===== config.mk =====
export PLATFORM = sky130hd
export DESIGN_NAME = ram_port_arbiter
export DESIGN_NICKNAME = d
export VERILOG_FILES = /design/src/rtl/ram_port_arbiter.sv
export SDC_FILE = /design/constraint.sdc
export NUM_CORES = 1
export LEC_CHECK = 0
export ABC_CLOCK_PERIOD_IN_PS = 5290
export CAP_MARGIN = 15
export CORE_AREA = 2 2 241 243
export DETAILED_ROUTE_END_ITERATION = 16
export DIE_AREA = 0 0 243 245
export GPL_ROUTABILITY_DRIVEN = 0
export SYNTH_ARGS = -nofsm -noshare
export SYNTH_HDL_FRONTEND = slang
export SYNTH_SLANG_ARGS = --single-unit

===== constraint.sdc =====
create_clock -name clk -period 5.29 [get_ports clk]
set_input_delay 1.058 -clock clk [delete_from_list [all_inputs] [get_ports clk]]
set_output_delay 1.058 -clock clk [all_outputs]
set_load 0.02 [all_outputs]

===== src/rtl/ram_port_arbiter.sv =====
// ram_port_arbiter: shares one 64-bit RAM port between instruction fetch (read-only)
// and the load/store unit. Define ARB_RR_EN for round-robin instead of MEM priority.
module ram_port_arbiter #(
  parameter int unsigned MAX_WAIT = 8
) (
  input  logic        clk,
  input  logic        rst,
  input  logic        if_req,
  input  logic [63:0] if_addr,
  output logic        if_ready,
  output logic        if_rvalid,
  output logic [31:0] if_rdata,
  input  logic        mem_req,
  input  logic        mem_we,
  input  logic [63:0] mem_addr,
  input  logic [63:0] mem_wdata,
  input  logic [63:0] mem_wmask,
  output logic        mem_ready,
  output logic        mem_rvalid,
  output logic [63:0] mem_rdata,
  output logic        ram_en,
  output logic        ram_we,
  output logic [63:0] ram_addr,
  output logic [63:0] ram_wdata,
  output logic [63:0] ram_wmask,
  input  logic [63:0] ram_rdata
);

  typedef enum logic [1:0] {IDLE, ISSUE, RESP} state_t;
  typedef enum logic {OWN_IF, OWN_MEM} owner_t;

  state_t      state;
  owner_t      owner;
  logic        sel_hi;
  logic        wr_q;
  logic [31:0] if_rdata_q;
  logic [63:0] mem_rdata_q;
  logic [31:0] if_sel;
  logic [63:0] mem_sel;
  logic        grant_if;
  logic        grant_mem;
  logic        unused_bits;

`ifdef ARB_RR_EN
  owner_t last_owner;

  always_comb begin
    grant_mem = mem_req;
    grant_if  = if_req;
    if (if_req && mem_req) begin
      grant_mem = (last_owner == OWN_IF);
      grant_if  = (last_owner == OWN_MEM);
    end
  end
`else
  logic [7:0] starve_cnt;

  always_comb begin
    grant_mem = mem_req && !(if_req && (starve_cnt >= 8'(MAX_WAIT)));
    grant_if  = if_req && !grant_mem;
  end
`endif

  // Ready is decoded from the request inputs only; ram_rdata never reaches it.
  assign if_ready  = rst && (state == IDLE) && grant_if;
  assign mem_ready = rst && (state == IDLE) && grant_mem;

  assign if_sel    = sel_hi ? ram_rdata[63:32] : ram_rdata[31:0];
  assign mem_sel   = wr_q ? '0 : ram_rdata;
  // RAM data only exists during RESP, so the pulse cycle bypasses the hold register.
  assign if_rdata  = if_rvalid ? if_sel : if_rdata_q;
  assign mem_rdata = mem_rvalid ? mem_sel : mem_rdata_q;

  assign unused_bits = ^{if_addr[1:0], mem_addr[2:0]} ^ (MAX_WAIT == 0);

  always_ff @(posedge clk) begin
    if (!rst) begin
      state       <= IDLE;
      owner       <= OWN_IF;
      sel_hi      <= 1'b0;
      wr_q        <= 1'b0;
      if_rdata_q  <= '0;
      mem_rdata_q <= '0;
      if_rvalid   <= 1'b0;
      mem_rvalid  <= 1'b0;
      ram_en      <= 1'b0;
      ram_we      <= 1'b0;
      ram_addr    <= '0;
      ram_wdata   <= '0;
      ram_wmask   <= '0;
`ifdef ARB_RR_EN
      last_owner  <= OWN_IF;
`else
      starve_cnt  <= '0;
`endif
    end else begin
      case (state)
        IDLE: begin
          if (grant_mem || grant_if) begin
            state  <= ISSUE;
            ram_en <= 1'b1;
            if (grant_mem) begin
              owner     <= OWN_MEM;
              wr_q      <= mem_we;
              ram_we    <= mem_we;
              ram_addr  <= {mem_addr[63:3], 3'b000};
              ram_wdata <= mem_wdata;
              ram_wmask <= mem_wmask;
            end else begin
              owner     <= OWN_IF;
              wr_q      <= 1'b0;
              sel_hi    <= if_addr[2];
              ram_we    <= 1'b0;
              ram_addr  <= {if_addr[63:3], 3'b000};
              ram_wdata <= '0;
              ram_wmask <= '0;
            end
`ifdef ARB_RR_EN
            last_owner <= grant_mem ? OWN_MEM : OWN_IF;
`else
            if (if_req && grant_mem) begin
              if (starve_cnt != 8'hFF) starve_cnt <= starve_cnt + 8'd1;
            end else if (grant_if) begin
              starve_cnt <= '0;
            end
`endif
          end
        end
        ISSUE: begin
          state      <= RESP;
          ram_en     <= 1'b0;
          ram_we     <= 1'b0;
          ram_addr   <= '0;
          ram_wdata  <= '0;
          ram_wmask  <= '0;
          if_rvalid  <= (owner == OWN_IF);
          mem_rvalid <= (owner == OWN_MEM);
        end
        RESP: begin
          state      <= IDLE;
          if_rvalid  <= 1'b0;
          mem_rvalid <= 1'b0;
          if (if_rvalid) if_rdata_q <= if_sel;
          if (mem_rvalid) mem_rdata_q <= mem_sel;
        end
        default: state <= IDLE;
      endcase
    end
  end

endmodule


==> flow_metrics.py <==
metrics = {
    "cts": {
        "clk_latency_ps": 550,
        "clock_tree.buffer_depth": 3,
        "cts.sink_count": 302,
        "numCtsBuffers": 38,
        "clk_pin_slew_ps": 50,
        "root_buffer": "clkbuf_16",
        "post_cts_buffers": 0,
        "cts_resized": 0,
        "tritoncts": "done",
        "postCtsHoldBufs": 0,
        "h-tree-depth": 2,
    },
    "power": {
        "p_sw_mw": 2.16,
        "switching_share": 0.297,
        "p_int_mw": 5.13,
        "p_seq_frac": 0.360,
        "p_leak_nw": 7.43,
        "clkPwrFrac": 0.380,
        "power_frac_comb": 0.260,
        "p_per_area_nw_per_um2": 365,
        "vdd_drop_max_mv": 0.221,
    },
    "global_route": {
        "antenna_found_initial": 3,
        "first_global_vias": 11500,
        "grt_pass1_wl_mm": 71.2,
        "grt_usage": 0.154,
        "overflow": 0,
        "grt_start_max_net_pins": 149,
    },
    "logic_synthesis": {
        "syn-instance-count": 1215,
        "synthFlopType": "dfxtp_1",
        "synth_edf_count": 0,
        "synth_area_um2": 11900,
        "synthArstFlopShare": 0,
        "ys_ff_latch": 302,
        "yosysMostFrequentCell": "dfxtp_1",
        "yosysTopAreaCell": "dfxtp_1",
        "syn_avg_cell_area_um2": 9.78,
        "synth_common_cells": "dfxtp_1 (302), nor2_1 (142), nand2_1 (135)",
        "synth_cell_types": 36,
        "synth_top_area_share": 0.509,
        "yosysSeqAreaShare": 0.509,
        "ys.warnings.count": 0,
        "synth_area_leaders": "dfxtp_1 (51%), a22o_1 (9.5%), mux2i_1 (5.6%), a221o_1 (5.1%), a311oi_1 (4.7%)",
    },
    "drt": {
        "wl_per_cell_um": 18.9,
        "drtPass1Iterations": 5,
        "ant_nets": 0,
        "routed_wl_mm": 48.7,
        "vias_per_cell": 4.43,
        "via_count": 11400,
        "drc": 0,
        "drt_iter0_drc": 399,
    },
    "final_layout": {
        "area_growth_pct": 68.0,
        "num-fill-cells": 5777,
        "diodes": 0,
        "seqCellArea_um2": 6050,
        "fin_area_um2": 20000,
        "drive_above_1_share": 0.0504,
        "layout.nets": 2109,
        "final_core_util": 0.350,
        "multiInputGateArea_um2": 5340,
    },
    "job": {
        "cap_viol_max_count": 0,
    },
    "setup_path": {
        "critPathMaxFanout": 4,
        "end_kind": "output port",
        "crit_required_ps": 4230,
        "crit_type": "in -> out",
        "critPathLaunchType": "input port",
        "worstPathArrival_ps": 2960,
    },
    "floorplan": {
        "row_count": 88,
        "die-area_um2": 59500,
        "core_area_um2": 57000,
        "chipHeight_um": 245,
        "die_x_um": 243,
        "ios": 619,
        "start_util": 0.208,
    },
    "sta": {
        "tightest_slew_ps": 883,
        "rsz0062_at_grt": "false",
        "fmax_mhz": 249,
        "slew_headroom": 0.411,
        "tns_ps": 0,
        "fin_ws_ps": 1270,
        "fin_skew_ps": 25.2,
        "fin_crit_sh": 0.759,
        "setup_viol": 0,
        "hold_viol": 0,
        "min_period_ps": 4020,
        "slew_viol_final": 0,
    },
    "hold_path": {
        "min-delay-path-class": "reg -> reg",
    },
    "placement": {
        "place_ws_ps": 1250,
        "io_buffers": 610,
        "hpwl_mm": 35.3,
        "place_area_um2": 18600,
    },
    "run_status": {
        "status": "finished clean",
    },
}
==> cells in the final DEF (no fill, tap or decap), types with 2 or more instances in the layout <==
| master | count |
|---|---|
| clkdlybuf4s50_1 | 610 |
| dfxtp_1 | 299 |
| nor2_1 | 142 |
| nand2_1 | 135 |
| a22o_1 | 129 |
| mux2i_1 | 67 |
| nand2b_1 | 66 |
| a311oi_1 | 64 |
| and2_1 | 63 |
| a221o_1 | 61 |
| clkbuf_16 | 39 |
| a21oi_1 | 38 |
| buf_4 | 15 |
| clkbuf_1 | 7 |
| clkbuf_8 | 7 |
| inv_1 | 6 |
| clkinv_2 | 6 |
| ha_1 | 5 |
| bufinv_16 | 5 |
| nand3_1 | 4 |
| nor3_1 | 3 |
| conb_1 | 3 |
| dfxtp_2 | 3 |
| o21ai_0 | 2 |
| nand3b_1 | 2 |
| clkinv_8 | 2 |
| clkinv_4 | 2 |
| buf_12 | 2 |
==> power by group through the flow <==
| stage | sequential (mW) | combinational, mW | clock, mW |
|---|---|---|---|
| 2_1_floorplan | 2.82 | 0.767 | 0 |
| 3_3_place_gp | 2.66 | 1.89 | 0 |
| 3_5_place_dp | 2.67 | 1.91 | 0 |
| 4_1_cts | 2.62 | 1.92 | 2.87 |
| 5_1_grt | 2.65 | 2.02 | 2.96 |
| 6_report | 2.62 | 1.90 | 2.77 |
==> area by class of cell <==
cell class	count	share of cell area
clock buffers	53	0.0550
flip-flops and latches	302	0.303
clock inverters	16	0.0121
multi-input cells	802	0.267
inverters	7	0.00138
repair buffers	627	0.313
well taps	765	0.0479
==> registers in the layout, summed over array words and instances, names as in the netlist <==
signal / count
mem_rdata_q: 64
ram_wdata: 64
ram_wmask: 64
ram_addr: 61
if_rdata_q: 32
starve_cnt: 8
state: 2
if_rvalid: 1
mem_rvalid: 1
owner: 1
ram_en: 1
ram_we: 1
sel_hi: 1
wr_q: 1
==> kinds of logic after synthesis <==
logic type / synth area share
buffers and inverters: 0.0464
multiplexers: 0.0564
other: 0.000315
adder cells (fa/ha/maj): 0.00631
AO/OA/AOI/OAI: 0.217
AND/OR/NAND/NOR: 0.165
flip-flops: 0.509
==> critical path, stage by stage <==
cell,delay (ps)
clkdlybuf4s50_1,520
nand2b_1,160
o31ai_4,270
and2_1,170
clkdlybuf4s50_1,770
==> metrics by stage <==
| step | power (mW) | instances | hold slack, ps |
|---|---|---|---|
| 3_3_place_gp | 4.55 | 2503 | 456 |
| 4_1_cts | 7.41 | 2572 | 475 |
| 6_report | 7.29 | 2572 | 471 |
| 3_5_place_dp | 4.57 | 2503 | 455 |
| 2_1_floorplan | 3.58 | 1217 | 442 |
| 5_1_grt | 7.62 | 2572 | 480 |
==> path summary, 6_finish.rpt <==
kind | start | endpoint | slack [ps] | cells after the start
worst max-delay path | mem_req | mem_ready | 1270 | 5
worst min-delay path | ram_wmask[57]$_SDFFE_PN0P_ | ram_wmask[57]$_SDFFE_PN0P_ | 470 | 1
worst max register to register | state[0]$_SDFFE_PN0P_ | ram_addr[8]$_SDFFE_PN0P_ | 2220 | 7
worst min register to register | ram_wmask[57]$_SDFFE_PN0P_ | ram_wmask[57]$_SDFFE_PN0P_ | 470 | 1
==> layer usage <==
layer | track usage | part of all wire | up-vias
met5 | 0 | 0.00090 | -
met4 | 0.0384 | 0.019 | 6
met3 | 0.0546 | 0.081 | 57
met2 | 0.260 | 0.48 | 434
met1 | 0.187 | 0.42 | 5390
li1 | - | - | 5499
(Power assumes the default switching activity.)
